## src/rtl/axi_node_pkg.sv

```systemverilog
// Shared axi_node definitions: default master-index type and the round-robin
// pointer wrap used by the AW arbiters of the node.
package axi_node_pkg;

  localparam int AXI_N_MASTER   = 5;
  localparam int AXI_LOG_MASTER = $clog2(AXI_N_MASTER);

  typedef logic [AXI_LOG_MASTER-1:0] master_idx_t;

  // Next round-robin start position after granting idx among n requesters.
  function automatic int unsigned rr_next(input int unsigned idx, input int unsigned n);
    return (idx == n - 1) ? 0 : idx + 1;
  endfunction

endpackage

```

## src/rtl/axi_wr_order_fifo.sv

```systemverilog
// In-order record of granted AW masters; the head selects whose W burst is
// forwarded. Extra pointer MSB separates full from empty.
module axi_wr_order_fifo #(
  parameter int DEPTH = 4,
  parameter int WIDTH = 3
) (
  input  logic             clk,
  input  logic             rst_n,
  input  logic             push,
  input  logic [WIDTH-1:0] push_data,
  input  logic             pop,
  output logic [WIDTH-1:0] head,
  output logic             full,
  output logic             empty
);

  localparam int PTR_W = $clog2(DEPTH);

  logic [WIDTH-1:0] mem [DEPTH];
  logic [PTR_W:0]   wr_ptr_reg;
  logic [PTR_W:0]   rd_ptr_reg;

  assign empty = (wr_ptr_reg == rd_ptr_reg);
  assign full  = (wr_ptr_reg[PTR_W] != rd_ptr_reg[PTR_W]) &&
                 (wr_ptr_reg[PTR_W-1:0] == rd_ptr_reg[PTR_W-1:0]);
  assign head  = mem[rd_ptr_reg[PTR_W-1:0]];

  // Storage needs no reset: the head is only consumed while non-empty.
  always_ff @(posedge clk) begin
    if (push) begin
      mem[wr_ptr_reg[PTR_W-1:0]] <= push_data;
    end
  end

  always_ff @(posedge clk or negedge rst_n) begin
    if (!rst_n) begin
      wr_ptr_reg <= '0;
      rd_ptr_reg <= '0;
    end else begin
      if (push) wr_ptr_reg <= wr_ptr_reg + (PTR_W+1)'(1);
      if (pop)  rd_ptr_reg <= rd_ptr_reg + (PTR_W+1)'(1);
    end
  end

  a_no_push_full: assert property (@(posedge clk) disable iff (!rst_n) !(push && full));
  a_no_pop_empty: assert property (@(posedge clk) disable iff (!rst_n) !(pop && empty));

endmodule

```

## src/rtl/axi_aw_w_sequencer.sv

```systemverilog
// AW round-robin arbiter with lock override and stable-hold, plus W steering
// that follows AW grant order one burst at a time.
module axi_aw_w_sequencer
  import axi_node_pkg::*;
#(
  parameter int N_MASTER   = AXI_N_MASTER,
  parameter int LOG_MASTER = $clog2(N_MASTER),
  parameter int FIFO_DEPTH = 4
) (
  input  logic                  clk,
  input  logic                  rst_n,
  input  logic [N_MASTER-1:0]   aw_req_i,
  output logic [N_MASTER-1:0]   aw_gnt_o,
  output logic                  aw_valid_o,
  input  logic                  aw_ready_i,
  output logic [LOG_MASTER-1:0] aw_sel_o,
  input  logic                  lock_i,
  input  logic [LOG_MASTER-1:0] lock_sel_i,
  input  logic [N_MASTER-1:0]   w_valid_i,
  input  logic [N_MASTER-1:0]   w_last_i,
  output logic [N_MASTER-1:0]   w_ready_o,
  output logic                  w_valid_o,
  output logic                  w_last_o,
  input  logic                  w_ready_i,
  output logic [LOG_MASTER-1:0] w_sel_o,
  output logic                  busy_o
);

  logic [LOG_MASTER-1:0] rr_ptr_reg;
  logic                  hold_reg;
  logic [LOG_MASTER-1:0] hold_idx_reg;

  logic [N_MASTER-1:0]   eligible;
  logic [LOG_MASTER-1:0] win_idx;
  logic                  win_found;
  logic [LOG_MASTER-1:0] sel;
  logic                  aw_hs;
  logic                  fifo_full;
  logic                  fifo_empty;
  logic [LOG_MASTER-1:0] head;
  logic                  w_pop;

  // rst_n gates eligibility so nothing is offered while the node is in reset.
  for (genvar gi = 0; gi < N_MASTER; gi++) begin : g_elig
    assign eligible[gi] = rst_n & aw_req_i[gi] & ~fifo_full &
                          (~lock_i | (lock_sel_i == LOG_MASTER'(gi)));
  end

  always_comb begin
    logic [LOG_MASTER:0] cand;
    win_idx   = '0;
    win_found = 1'b0;
    cand      = '0;
    for (int k = 0; k < N_MASTER; k++) begin
      cand = {1'b0, rr_ptr_reg} + (LOG_MASTER+1)'(k);
      if (cand >= (LOG_MASTER+1)'(N_MASTER)) cand = cand - (LOG_MASTER+1)'(N_MASTER);
      if (!win_found && eligible[cand[LOG_MASTER-1:0]]) begin
        win_idx   = cand[LOG_MASTER-1:0];
        win_found = 1'b1;
      end
    end
  end

  assign sel        = hold_reg ? hold_idx_reg : win_idx;
  assign aw_valid_o = hold_reg ? aw_req_i[hold_idx_reg] : win_found;
  assign aw_sel_o   = aw_valid_o ? sel : '0;
  assign aw_hs      = aw_valid_o & aw_ready_i;

  for (genvar gi = 0; gi < N_MASTER; gi++) begin : g_aw_gnt
    assign aw_gnt_o[gi] = aw_hs & (sel == LOG_MASTER'(gi));
  end

  always_ff @(posedge clk or negedge rst_n) begin
    if (!rst_n) begin
      rr_ptr_reg   <= '0;
      hold_reg     <= 1'b0;
      hold_idx_reg <= '0;
    end else if (aw_hs) begin
      rr_ptr_reg <= LOG_MASTER'(rr_next(32'(sel), N_MASTER));
      hold_reg   <= 1'b0;
    end else if (aw_valid_o) begin
      hold_reg     <= 1'b1;
      hold_idx_reg <= sel;
    end
  end

  axi_wr_order_fifo #(
    .DEPTH (FIFO_DEPTH),
    .WIDTH (LOG_MASTER)
  ) u_order_fifo (
    .clk       (clk),
    .rst_n     (rst_n),
    .push      (aw_hs),
    .push_data (sel),
    .pop       (w_pop),
    .head      (head),
    .full      (fifo_full),
    .empty     (fifo_empty)
  );

  // Head only becomes visible the cycle after its push, so W never bypasses AW.
  assign w_sel_o   = fifo_empty ? '0 : head;
  assign w_valid_o = ~fifo_empty & w_valid_i[head];
  assign w_last_o  = ~fifo_empty & w_last_i[head];
  assign w_pop     = w_valid_o & w_ready_i & w_last_o;
  assign busy_o    = ~fifo_empty;

  for (genvar gi = 0; gi < N_MASTER; gi++) begin : g_w_ready
    assign w_ready_o[gi] = ~fifo_empty & w_ready_i & (head == LOG_MASTER'(gi));
  end

  a_hold_not_full: assert property (@(posedge clk) disable iff (!rst_n) !(hold_reg && fifo_full));
  a_hold_req_kept: assert property (@(posedge clk) disable iff (!rst_n) hold_reg |-> aw_req_i[hold_idx_reg]);
  a_aw_gnt_onehot: assert property (@(posedge clk) disable iff (!rst_n) $onehot0(aw_gnt_o));
  a_w_rdy_onehot:  assert property (@(posedge clk) disable iff (!rst_n) $onehot0(w_ready_o));

endmodule

```

## config.mk

```make
export PLATFORM = sky130hd
export DESIGN_NAME = axi_aw_w_sequencer
export DESIGN_NICKNAME = d
export VERILOG_FILES = /design/src/rtl/axi_node_pkg.sv /design/src/rtl/axi_wr_order_fifo.sv /design/src/rtl/axi_aw_w_sequencer.sv
export SDC_FILE = /design/constraint.sdc
export NUM_CORES = 1
export LEC_CHECK = 0
export BUFFER_PORTS_ARGS = -buffer_cell sky130_fd_sc_hd__buf_2
export CAP_MARGIN = 20
export CORE_MARGIN = 5
export CORE_UTILIZATION = 57
export DETAILED_ROUTE_END_ITERATION = 8
export MAX_ROUTING_LAYER = met4
export PLACE_DENSITY = 0.91
export SLEW_MARGIN = 20
export SYNTH_ARGS = -nofsm -noshare
export SYNTH_HDL_FRONTEND = slang
export SYNTH_HIERARCHICAL = 1
export SYNTH_SLANG_ARGS = --single-unit
export TNS_END_PERCENT = 100
```

## constraint.sdc

```tcl
create_clock -name clk -period 4.6 [get_ports clk]
set_input_delay 0.92 -clock clk [delete_from_list [all_inputs] [get_ports clk]]
set_output_delay 0.92 -clock clk [all_outputs]
set_load 0.03 [all_outputs]
```

=== Word-level counts from Yosys, hierarchy flattened ===
Memories as Yosys holds them, arrays and structs flattened.
Index checks and enable logic that the tools add are counted.

* Memories kept: 1
* Output and inout bits: 20
* Flip-flop bits (word level): 13
* Memory bits (writable): 12

* Equality and inequality tests: 15
* Bitwise operators: 40
* Reductions and logical operators: 14
* Magnitude comparators: 12
* Muxes and demuxes: 40
* $add $sub $neg: 12

{| class="wikitable"
|+ Memory list
! name !! depth !! width !! read ports !! clocked after memory_dff !! write ports !! line !! source
|-
| u_order_fifo.mem || 4 || 3 || 1 || 0 || 1 || axi_wr_order_fifo.sv:19 || <nowiki>logic [WIDTH-1:0] mem [DEPTH];</nowiki>
|}

{| class="wikitable"
|+ Operator list
! operator !! count
|-
| $mux W3 || 14
|-
| $and A1 B1 Y1 || 31
|-
| $lt A3 B4 Y1 const B || 7
|-
| $bmux W1 S3 || 8
|-
| $eq A3 B2 Y1 const B || 6
|-
| $mux W1 || 18
|-
| $ge A4 B3 Y1 const B || 4
|-
| $sub A3 B3 Y3 const B || 5
|-
| $add A3 B1 Y3 const B || 3
|-
| $eq A3 B1 Y1 const B || 3
|-
| $eq A3 B3 Y1 const B || 3
|-
| $logic_not A3 Y1 || 3
|-
| $add A3 B2 Y4 const B || 2
|-
| $logic_and A1 B1 Y1 || 5
|-
| $or A1 B1 Y1 || 5
|-
| $add A3 B1 Y4 const B || 1
|-
| $add A3 B3 Y4 const B || 1
|-
| $logic_not A1 Y1 || 4
|-
| $not A1 Y1 || 4
|-
| $eq A3 B3 Y1 || 1
|-
| $ge A3 B3 Y1 const B || 1
|-
| $eq A2 B2 Y1 || 1
|-
| $reduce_and A2 Y1 || 1
|-
| $reduce_bool A2 Y1 || 1
|-
| $ne A1 B1 Y1 || 1
|}

=== Longest topological paths before layout ===
* Depth after elaboration: 24
* Depth in mapped cells: 17
* Mapped depth without buffers: 17

=== Modules after synthesis ===
The synthesis kept the hierarchy.

{| class="wikitable"
|+ By module, submodules not included
! module !! sequential area each (µm²) !! area each (µm²) !! times used !! cells an instance
|-
| axi_aw_w_sequencer || 175.2 || 1818.0 || 1 || 226
|-
| axi_wr_order_fifo || 510.5 || 782.0 || 1 || 46
|}

=== Worst setup path after synthesis ===
OpenSTA, ideal clock, no wires.

* Kind: register to output
* Start point: reg rr_ptr_reg[0]
* End point: out aw_gnt_o[3]
* Path slack: 0.127 ns
* Data arrival time: 3.553 ns
* Required time: 3.680 ns
* Stages on the path, launching flop included: 17
* Cell sequence: dfrtp_1 > clkinv_1 > ha_1 > ha_1 > clkbuf_1 > or2_2 > o21ai_0 > a211o_1 > o221ai_1 > a21o_1 > mux2i_1 > o221ai_1 > o211ai_2 > inv_1 > ha_1 > ha_1 > and2_1

* Longest elaborated chain between the ends: 20
* Elaborated cells between the ends (all ways): 52
* Those cells by class: add/sub (9); order compare (5); eq/ne (1); mux (27); bitwise (2); reduce/logical (8)

{| class="wikitable"
|+ RTL lines
! element !! line !! source
|-
| start, declared || axi_aw_w_sequencer.sv:29 || <nowiki>logic [LOG_MASTER-1:0] rr_ptr_reg;</nowiki>
|-
| start signal, assigned || axi_aw_w_sequencer.sv:79 || <nowiki>rr_ptr_reg <= LOG_MASTER'(rr_next(32'(sel), N_MASTER));</nowiki>
|-
| branches (longest 16 deep; another with $add A3 B1 Y4) || -- ||
|-
| $mux W3 * || axi_aw_w_sequencer.sv:57 || <nowiki>if (!win_found && eligible[cand[LOG_MASTER-1:0]]) begin</nowiki>
|-
| $mux W3 * || axi_aw_w_sequencer.sv:64 || <nowiki>assign sel = hold_reg ? hold_idx_reg : win_idx;</nowiki>
|-
| net sel[1] || axi_aw_w_sequencer.sv:36 || <nowiki>logic [LOG_MASTER-1:0] sel;</nowiki>
|-
| $eq A3 B2 Y1 * || axi_aw_w_sequencer.sv:70 || <nowiki>assign aw_gnt_o[gi] = aw_hs & (sel == LOG_MASTER'(gi));</nowiki>
|-
| $and A1 B1 Y1 * || axi_aw_w_sequencer.sv:70 ||
|-
| end, declared || axi_aw_w_sequencer.sv:13 || <nowiki>output logic [N_MASTER-1:0] aw_gnt_o,</nowiki>
|}

Mark *: on every way through the listed nets, which the timed path passes. The select of a mux whose other input is x is not followed.

=== Final worst setup path ===
* Start point: reg rr_ptr_reg[1]
* End point: out aw_gnt_o[1]

* Longest elaborated chain between the ends: 20
* Elaborated cells between the ends (all ways): 52
* Those cells by class: add/sub (9); order compare (5); eq/ne (1); mux (27); bitwise (2); reduce/logical (8)

{| class="wikitable"
|+ RTL lines
! element !! line !! source
|-
| branches (longest 16 deep; another with $add A3 B1 Y4) || -- ||
|-
| $mux W1 * || axi_aw_w_sequencer.sv:57 ||
|-
| $mux W1 * || axi_aw_w_sequencer.sv:65 || <nowiki>assign aw_valid_o = hold_reg ? aw_req_i[hold_idx_reg] : win_found;</nowiki>
|-
| $and A1 B1 Y1 * || axi_aw_w_sequencer.sv:67 || <nowiki>assign aw_hs = aw_valid_o & aw_ready_i;</nowiki>
|-
| net aw_hs || axi_aw_w_sequencer.sv:37 || <nowiki>logic aw_hs;</nowiki>
|-
| $and A1 B1 Y1 * || axi_aw_w_sequencer.sv:70 ||
|}

Marks and branches as above.

==> results.yml <==
outcome:
  status: "finished, violations left"
  violations: "negative setup slack"
routing:
  first_pass_iters: 5
  wl_met1_um: 3250
  vias: 2845
  wl_met3_um: 939
  routedWlPerCell_um: 23.1
  ant_nets: 0
  wl_met2_um: 4660
  drcViolationCount: 0
  viasPerCell: 6.91
  drt_iter0_drc: 349
  drt_wl_total_um: 9500
  top_layer: "met4"
grt:
  grt_pass1_wl_um: 11700
  grt_antenna_before_repair: 0
  grt_max_degree: 16
  grt_overflow: 0
  grt_pass1_vias: 2536
  globalRouteTotalUtil: 0.243
setup_path:
  worstSetupPathType: "flip-flop to primary output"
  critical_path.most_common_cell: "inv_2"
  end_kind: "primary output"
  crit_required_ps: 3680
  critPathMaxStageDelay_ps: 460
  path_cells: "inv_2, buf_6, ha_4, inv_1, o21ai_2, mux2i_1, mux4_2, a21oi_1, nand2_2, o311ai_4, inv_2, and3_1, buf_4"
  crit_buf_inv: 5
  cp_top_family: "compound AO/OA/AOI/OAI gates"
  crit_slowest_cell: "dfrtp_2"
  critPathArrivalTime_ps: 3790
  worstSetupStartpointType: "flip-flop"
  critical_path_peak_fanout: 15
cts:
  clockRootBuffer: "clkbuf_8"
  clkLatencyLatePin_ps: 280
  tritoncts.num_buffers: 3
  path_clk_slew_ps: 100
  clock_path_buffers: 2
  cts_max_level: 1
  cts_tree: "done"
  clock-sinks: 25
synth:
  ys_async_sr_fraction: 0.520
  netlist_area_um2: 2600
  ys_seq_area_frac: 0.264
  synth_edf_count: 12
  yosysTopAreaCellShare: 0.139
  syn-instance-count: 272
  synth_flop_cell: "dfrtp_1"
  yosysWarnings: 6
  avgSynthCellArea_um2: 9.56
  yosys_register_bits: 25
  synth_cell_types: 66
  synth_area_leader_cell: "edfxtp_1"
  syn-num-nets: 314
  synth_area_leaders: "edfxtp_1 14%, dfrtp_1 13%, ha_1 8.7%"
final_layout:
  layout.area.seq_um2: 691
  largest_reg_flops: 12
  syn2layout_area_growth_pct: 40.0
  final_common_cell: "buf_4"
  multi_input_area_um2: 2110
  final_cells: 412
  antenna_cells: 0
  fill_cells: 215
  final_layout_size_suffix_gt1_frac: 0.500
  nNetsFinal: 403
  final_cell_mix: "45 x buf_4, 37 x buf_2, 15 x inv_1"
floorplan:
  start_util: 0.593
  die_y_um: 77.5
  row_count: 24
  ioPinCount: 43
  die_w_um: 77.5
  dieArea_um2: 6010
  core_um2: 4380
sta:
  tns_ps: -533
  tightest_slew_ps: 844
  timing.final.max_slew_violations: 0
  post-route-period-util: 1.02
  max_slew_margin: 0.436
  max_freq_ghz: 0.212
  setup_ws_ps: -113
  clock-skew-final_ps: 11.6
  setup_viol: 6
  hold_viol: 0
  fin_crit_ps: 4710
place:
  io_buffers: 42
  dp_hpwl_um: 5330
  placed_cells: 376
  gp_congestion: 0.975
hold_path:
  hold_class: "flip-flop to flip-flop"
flow_run:
  drv_cap: 0
path summary, 6_finish.rpt:
kind / endpoint / depth (start not counted) / start / slack [ps]
min in group asynchronous: u_order_fifo/wr_ptr_reg[2] / 2 / rst_n / 590
max: aw_gnt_o[1] / 13 / rr_ptr_reg[1] / -110
max reg2reg: rr_ptr_reg[2] / 15 / rr_ptr_reg[1] / 760
min: u_order_fifo/rd_ptr_reg[2] / 1 / u_order_fifo/rd_ptr_reg[2] / 520
max in group asynchronous: rr_ptr_reg[1] / 2 / rst_n / 3820
min reg2reg: u_order_fifo/rd_ptr_reg[2] / 1 / u_order_fifo/rd_ptr_reg[2] / 520
per-stage QoR:
| step | utilization | hold WS, ps | setup slack [ps] | instance area (µm²) |
|---|---|---|---|---|
| after global placement | 0.677 | 478 | 186 | 2970 |
| after CTS | 0.721 | 500 | 0.308 | 3160 |
| final | 0.830 | 521 | -113 | 3640 |
| after global routing | 0.830 | 542 | -230 | 3640 |
| after detailed placement | 0.677 | 488 | 66.1 | 2970 |
| after floorplan | - | 462 | 127 | 2600 |
area by class of cell:
cell class	count	area share
inverters	22	0.0227
flip-flops and latches	25	0.190
multi-input cells	217	0.579
well taps	52	0.0179
clock buffers	3	0.0113
repair buffers	92	0.177
clock inverters	1	0.00206
routing by layer:
| metal | track usage | vias up |
|---|---|---|
| met5 | - | - |
| li1 | - | 1204 |
| met2 | 0.430 | 254 |
| met4 | 0.124 | 0 |
| met1 | 0.270 | 1317 |
| met3 | 0.0243 | 70 |
repair_timing:
item / 4_1_cts / 5_1_grt
gates resized for setup: 22 / 67
endpoints found under the setup margin: 5 / 6
setup buffers: 6 / 26
hold buffers: 0 / 0
pin swaps: 6 / 19
gates cloned: 0 / 0
endpoints found under the hold margin: 0 / 0
Yosys cell counts, types with 3 or more instances:
master,n
nor2b_1,7
and2_1,6
xnor2_1,4
o21bai_1,3
mux2i_1,9
dfrtp_1,13
mux4_2,8
nor2_1,13
o211ai_1,4
xor2_1,5
clkbuf_1,3
a21oi_1,14
and3_1,8
ha_1,18
and3b_1,3
nor3_1,9
nand3_1,5
o21ai_0,9
o211a_1,4
o31ai_1,3
nand2_1,13
nand2b_1,7
buf_2,3
inv_1,19
edfxtp_1,12
mux2_2,6
nor3b_1,6
a31oi_1,9
logic make-up (layout without fill, tap and decap cells):
kind of cell / count (synthesis) / in the layout / share of synthesized area
muxes: 24 / 24 / 0.135
adders and majority gates: 19 / 19 / 0.0943
and+or+nand+nor: 92 / 92 / 0.211
buffers and inverters: 30 / 118 / 0.0476
AOI/OAI and AO/OA: 73 / 73 / 0.218
DFF: 25 / 25 / 0.264
xor gates and xnor gates: 9 / 9 / 0.0303
Power is left out: the tool's default activity adds up to more than one toggle a clock period on the data nets, which glitch-free logic cannot reach.
